### src/rtl/popcount_cell_sequencer.sv
`default_nettype none
// ============================================================================
// Module      : popcount_cell_sequencer
// Description : Counts the ones in a DATA_W-bit word by feeding it, three
//               bits at a time, to a shared external 3-input ones-counter
//               cell. Each group is held for SETTLE_CYC clocks, the cell's
//               2-bit result is sampled and accumulated, and each result is
//               cross-checked against a locally computed count.
// Revision    : 1.0 - initial release
// ============================================================================
module popcount_cell_sequencer #(
    parameter int DATA_W     = 12,
    parameter int SETTLE_CYC = 2,
    parameter int CNT_W      = 4
) (
    input  logic              clk,
    input  logic              rst_n,
    input  logic              start,
    input  logic [DATA_W-1:0] data_in,
    output logic              cell_a,
    output logic              cell_b,
    output logic              cell_c,
    input  logic              cell_y1,
    input  logic              cell_y0,
    output logic              busy,
    output logic              done,
    output logic [CNT_W-1:0]  count,
    output logic              mismatch
);

    // Number of 3-bit groups and the zero-padded word width that covers them
    localparam int c_NUM_GRP = (DATA_W + 2) / 3;
    localparam int c_PAD_W   = 3 * c_NUM_GRP;
    localparam int c_GRP_W   = (c_NUM_GRP > 1) ? $clog2(c_NUM_GRP) : 1;
    localparam int c_TMR_W   = $clog2(SETTLE_CYC + 1);

    localparam logic [c_GRP_W-1:0] c_LAST_GRP = c_GRP_W'(c_NUM_GRP - 1);
    localparam logic [c_GRP_W-1:0] c_GRP_ONE  = c_GRP_W'(1);
    localparam logic [c_TMR_W-1:0] c_TMR_LOAD = c_TMR_W'(SETTLE_CYC);
    localparam logic [c_TMR_W-1:0] c_TMR_ONE  = c_TMR_W'(1);

    localparam logic [1:0] c_S_IDLE = 2'd0;
    localparam logic [1:0] c_S_WAIT = 2'd1;
    localparam logic [1:0] c_S_DONE = 2'd2;

    logic [1:0]         r_state;
    logic [c_PAD_W-1:0] r_word;    // groups not yet driven, next group in [2:0]
    logic [c_GRP_W-1:0] r_grp;     // index of the group currently on the cell
    logic [c_TMR_W-1:0] r_tmr;
    logic [CNT_W-1:0]   r_acc;

    logic [c_PAD_W-1:0] w_pad;
    logic [1:0]         w_sample;
    logic [1:0]         w_ref;
    logic [CNT_W-1:0]   w_sum;

    // Bits beyond DATA_W in the last group are driven as zeros
    generate
        if (c_PAD_W > DATA_W) begin : g_pad
            assign w_pad = {{(c_PAD_W - DATA_W){1'b0}}, data_in};
        end else begin : g_nopad
            assign w_pad = data_in;
        end
    endgenerate

    // Cell result, local reference for the triple being driven, and new total
    assign w_sample = {cell_y1, cell_y0};
    assign w_ref    = {1'b0, cell_a} + {1'b0, cell_b} + {1'b0, cell_c};
    assign w_sum    = r_acc + CNT_W'(w_sample);

    // Sequencer: accept a word, step through groups, accumulate, report
    always_ff @(posedge clk or negedge rst_n) begin
        if (!rst_n) begin
            r_state  <= c_S_IDLE;
            r_word   <= '0;
            r_grp    <= '0;
            r_tmr    <= '0;
            r_acc    <= '0;
            cell_a   <= 1'b0;
            cell_b   <= 1'b0;
            cell_c   <= 1'b0;
            busy     <= 1'b0;
            done     <= 1'b0;
            count    <= '0;
            mismatch <= 1'b0;
        end else begin
            case (r_state)
                c_S_IDLE, c_S_DONE: begin
                    done <= 1'b0;
                    if (start) begin
                        // Group 0 goes straight onto the cell; the rest wait in r_word
                        cell_a   <= w_pad[0];
                        cell_b   <= w_pad[1];
                        cell_c   <= w_pad[2];
                        r_word   <= w_pad >> 3;
                        r_grp    <= '0;
                        r_tmr    <= c_TMR_LOAD;
                        r_acc    <= '0;
                        mismatch <= 1'b0;
                        busy     <= 1'b1;
                        r_state  <= c_S_WAIT;
                    end else begin
                        r_state <= c_S_IDLE;
                    end
                end

                c_S_WAIT: begin
                    if (r_tmr == c_TMR_ONE) begin
                        r_acc <= w_sum;
                        if (w_sample != w_ref) begin
                            mismatch <= 1'b1;
                        end
                        if (r_grp != c_LAST_GRP) begin
                            cell_a <= r_word[0];
                            cell_b <= r_word[1];
                            cell_c <= r_word[2];
                            r_word <= r_word >> 3;
                            r_grp  <= r_grp + c_GRP_ONE;
                            r_tmr  <= c_TMR_LOAD;
                        end else begin
                            count   <= w_sum;
                            busy    <= 1'b0;
                            done    <= 1'b1;
                            r_state <= c_S_DONE;
                        end
                    end else begin
                        r_tmr <= r_tmr - c_TMR_ONE;
                    end
                end

                default: begin
                    busy    <= 1'b0;
                    done    <= 1'b0;
                    r_state <= c_S_IDLE;
                end
            endcase
        end
    end

endmodule
`default_nettype wire
### config.mk
export PLATFORM = sky130hd
export DESIGN_NAME = popcount_cell_sequencer
export DESIGN_NICKNAME = d
export VERILOG_FILES = /design/src/rtl/popcount_cell_sequencer.sv
export SDC_FILE = /design/constraint.sdc
export NUM_CORES = 1
export LEC_CHECK = 0
export BUFFER_PORTS_ARGS = -buffer_cell sky130_fd_sc_hd__buf_2
export CORE_MARGIN = 1
export CORE_UTILIZATION = 23
export CTS_CLUSTER_SIZE = 25
export DETAILED_ROUTE_END_ITERATION = 16
export PLACE_DENSITY = 0.47
export REMOVE_ABC_BUFFERS = 1
export SLEW_MARGIN = 25
export SYNTH_ARGS = -nofsm -noshare
export SYNTH_HDL_FRONTEND = slang
export SYNTH_SLANG_ARGS = --single-unit
### constraint.sdc
create_clock -name clk -period 1.85 [get_ports clk]
set_clock_uncertainty 0.2 [all_clocks]
set_input_delay 0 -clock clk [delete_from_list [all_inputs] [get_ports clk]]
set_output_delay 0 -clock clk [all_outputs]
set_load 0.05 [all_outputs]
======== Yosys cells after proc, flatten, opt, wreduce, memory -nomap -nowiden ========
Cells that the tools add are included.
word-level totals
  register bits ........................... 32
  input bits .............................. 17
  output and inout bits ................... 10
  logic and storage cells ................. 81
operators by class
  $add $sub $neg .......................... 5
  equal/unequal tests ..................... 11
  multiplexer cells ....................... 42
  bitwise logic cells ..................... 1
  reductions and logical operators ........ 10
operator list
  cell                 number
  $mux 12              3
  $pmux 12 s2          1
  $mux 1               19
  $mux 2               8
  $ne 2x2->1 const B   6
  $pmux 2 s2           3
  $reduce_and 3->1     4
  $pmux 1 s2           5
  $mux 4               2
  $pmux 4 s2           1
  $reduce_and 4->1     2
  $add 4x2->4          1
  $eq 2x1->1 const B   2
  $ne 3x3->1 const B   1
  $add 1x1->2          1
  $add 2x1->2          1
  $add 2x1->2 const B  1
  $eq 2x2->1 const B   1
  $logic_not 2->1      1
  $ne 2x2->1           1
  $reduce_and 2->1     1
  $reduce_bool 2->1    1
  $reduce_or 2->1      1
  $sub 2x1->2 const B  1
  $not 1->1            1

======== Longest topological paths before layout ========
  word-level depth ........................ 6
  mapped depth ............................ 5
  mapped depth without buffers ............ 5

======== Worst setup path before layout ========
OpenSTA, ideal clock, no wires.
  path type ............................... register -> register
  from .................................... reg cell_a
  to ...................................... reg mismatch
  library setup time ...................... 0.119 ns
  arrival ................................. 1.661 ns
  data required time ...................... 1.531 ns
  path slack .............................. -0.131 ns
  cell stages (with the launch flop) ...... 6
  path buffers ............................ 0
  clock period less this slack ............ 1.981 ns
  cells stage by stage .................... dfrtp_1 > inv_1 > fa_1 > xor2_1 > a21oi_1 > o21a_1
between the ends
  cells in the longest elaborated chain, start to end .. 5
ends and longest elaborated chain
  element                            RTL line  text
  start: declaration                 20        output logic cell_a,
  start signal: assignment           92        cell_a <= w_pad[0];
  start signal: assignment           114       cell_a <= r_word[0];
  $add 1x1->2                        68        assign w_ref = {1'b0, cell_a} + {1'b0, cell_b} + {1'b0, cell_c};
  $add 2x1->2                        68
  $ne 2x2->1                         110       if (w_sample != w_ref) begin
  $ne 2x2->1 (no source line)        -
  $reduce_and 4->1 (no source line)  -
  end signal: assignment             85        mismatch <= 1'b0;
  end signal: assignment             99        mismatch <= 1'b0;
  end signal: assignment             111       mismatch <= 1'b1;
  end: declaration                   28        output logic mismatch
Every way passes these cells.
A chain may end at the register's enable or synchronous reset.

======== Worst setup path after layout ========
  from .................................... reg r_grp[0]
  to ...................................... reg r_word[4]
between the ends
  cells in the longest elaborated chain, start to end .. 3
ends and longest elaborated chain
  element                            RTL line  text
  start: declaration                 48        logic [c_GRP_W-1:0] r_grp;
  start signal: assignment           118       r_grp <= r_grp + c_GRP_ONE;
  $ne 2x2->1                         113       if (r_grp != c_LAST_GRP) begin
  $ne 2x2->1 (no source line)        -
  $reduce_and 4->1 (no source line)  -
  end signal: assignment             95        r_word <= w_pad >> 3;
  end signal: assignment             117       r_word <= r_word >> 3;
  end: declaration                   47        logic [c_PAD_W-1:0] r_word;
Every way passes these cells.

==> results.yml <==
clock_tree:
  hold_buffers: 15
  post_cts_resized: 0
  clk_latency_ns: 0.26
  cts_tree: "yes"
  cts_setup_buffers: 0
  htree_levels: 1
  cts_root_buf: "clkbuf_8"
  clock_sinks: 28
  cts.clk_slew.worst_paths_ns: 0.09
  cts_made_buffers: 3
  cts_buffer_depth: 2
floorplanning:
  die-height_um: 80.7
  die_area_um2: 6510
  die_x_um: 80.7
  ios: 27
  rows: 28
  core_um2: 5960
  initial_utilization_pct: 23.9
worst_setup_path:
  cp.required_ns: 1.81
  startpoint: "r_grp[0]"
  crit_arrival_ns: 1.70
  critPathLaunchType: "flop"
  path_class: "flop to flop"
  r2r_start: "r_grp[0]"
  rrSetupSlack_ns: 0.11
  rr_worst_depth: 3
  regToRegEndpoint: "r_word[4]"
  crit_fanout: 9
  cp-endpoint: "r_word[4]"
  end_kind: "flop"
pwr:
  total_power_mw: 3.06
  p_leak_nw: 0.866
  power.density_nw_per_um2: 1670
  ir_drop_v: 0.000670
yosys:
  avgSynthCellArea_um2: 12.1
  synth_cell_types: 38
  netlist.top_cell.by_area: "dfrtp_1"
  ys_top_cells_by_area: "dfrtp_1, mux2_2, mux2i_1, fa_1, o21ai_0"
  synth_top_area_share_pct: 49.2
  postSynthCellCount: 118
  synth-async-reset-ratio_pct: 100
  ys_seq_area_share_pct: 49.2
  syn_area_um2: 1420
  synth_edf_count: 0
  ys_warn_count: 0
  synth_flop_cell: "dfrtp_1"
  ys_seq_elements: 28
min_path:
  hold_path_class: "primary input to flop"
layout:
  diodes: 0
  sequential_cell_area_um2: 701
  nFillCells: 638
  drive_gt1_share_pct: 31.9
  final_nets: 187
  multi_input_area_um2: 647
  mostFrequentLayoutCells: "dfrtp_1, buf_2, dlygate4sd3_1"
  final_common_cell: "dfrtp_1"
  layout-area-overhead-vs-synth_pct: 29.1
  fin_cells: 238
placed_design:
  post-place-cells: 220
  place.gp.congestion: 0.746
  dpl.hpwl_um: 2340
  portBuffers: 26
  place_ws_ns: 0.118
route:
  drt.antenna.violating_nets: 0
  drc: 0
  vias: 1070
  routed_wl_um: 3160
  first_pass_iters: 4
  drt_iter0_markers: 29
  wl_per_cell_um: 13.3
  viasPerCell: 4.50
sta:
  holdWs_ns: 0.00904
  final_max_slew_viol_count: 0
  fin_ws_ns: 0.112
  slew_headroom_pct: 56.2
  fmaxAchievable_ghz: 0.575
  fin_crit_ns: 1.74
  finalHoldViolCount: 0
  finalSetupViolCount: 0
  final.setup.tns_ns: 0
  period_share_pct: 93.9
  rsz0062_at_grt: "false"
  worst_pin_slew_ns: 0.658
grt:
  grt_pass1_wl_um: 5250
  overflow: 0
  antenna_found_initial: 0
  grt_pass1_vias: 1136
  grt_usage_pct: 10.6
  grt_start_max_net_pins: 29
run:
  drv_cap: 0
outcome:
  outcome: "completed"
cell type report:
class,count,area share (%)
Timing Repair Buffer,47,17.7
Sequential cell,28,38.1
Multi-Input combinational cell,77,35.2
Inverter,8,1.63
Clock buffer,3,2.25
Tap cell,75,5.11
through the flow:
stage / utilization (%) / cell area [um2]
floorplan: - / 1380
global placement: 27.6 / 1650
detailed placement: 27.6 / 1650
CTS: 30.9 / 1840
global route: 30.9 / 1840
finish: 30.9 / 1840
per-layer routing:
| layer | vias to the layer above | track usage, % | part of all wire [%] |
|---|---|---|---|
| met5 | - | 0 | 0 |
| met4 | 0 | 2.14 | 0.32 |
| met3 | 2 | 1.59 | 2.7 |
| met2 | 17 | 20.0 | 51 |
| met1 | 536 | 12.5 | 46 |
| li1 | 515 | - | - |
power by group:
group / switching, mW / internal [mW] / total, mW
registers: 0.185 / 0.888 / 1.07
clock network: 0.176 / 0.146 / 0.322
logic: 0.953 / 0.715 / 1.67
total: 1.31 / 1.75 / 3.06
cell usage after synthesis (3+ instances only):
cell,instances
dfrtp_1,28
mux2_2,12
inv_1,8
o21ai_0,8
mux2i_1,6
nand2_1,6
nand3_1,4
a21oi_1,3
a22o_1,3
ha_1,3
nor2_1,3
nor2b_1,3
cells by family after synthesis:
logic type,Yosys count,share of synthesized area [%]
and+or+nand+nor,21,8.17
adders and majority gates,5,5.45
buffers and inverters,13,5.36
xor gates and xnor gates,3,1.85
DFF,28,49.2
AOI/OAI and AO/OA,28,14.1
muxes,20,15.8
registers in the layout (all words and copies together), names as in the netlist:
name      cells
busy          1
cell_a        1
cell_b        1
cell_c        1
count         4
done          1
mismatch      1
r_acc         4
r_grp         2
r_state       1
r_tmr         2
r_word        9
critical path: stages, from the launching register on:
cell	delay, ns
dfrtp_1	0.41
ha_1	0.33
o21ai_4	0.32
mux2_2	0.37
how the worst min path moves through the flow:
stage	from	to	slack, ns	cells past startpoint
finish	cell_y1	mismatch	0.009	4
global route	cell_y1	count[1]	0.08	3
CTS	cell_y1	mismatch	0.007	4
detailed placement	rst_n	r_word[8]	-0.13	1
global placement	rst_n	r_word[7]	-0.14	1
floorplan	rst_n	busy	-0.50	0
Note: power is estimated with default switching activity, not from simulation.
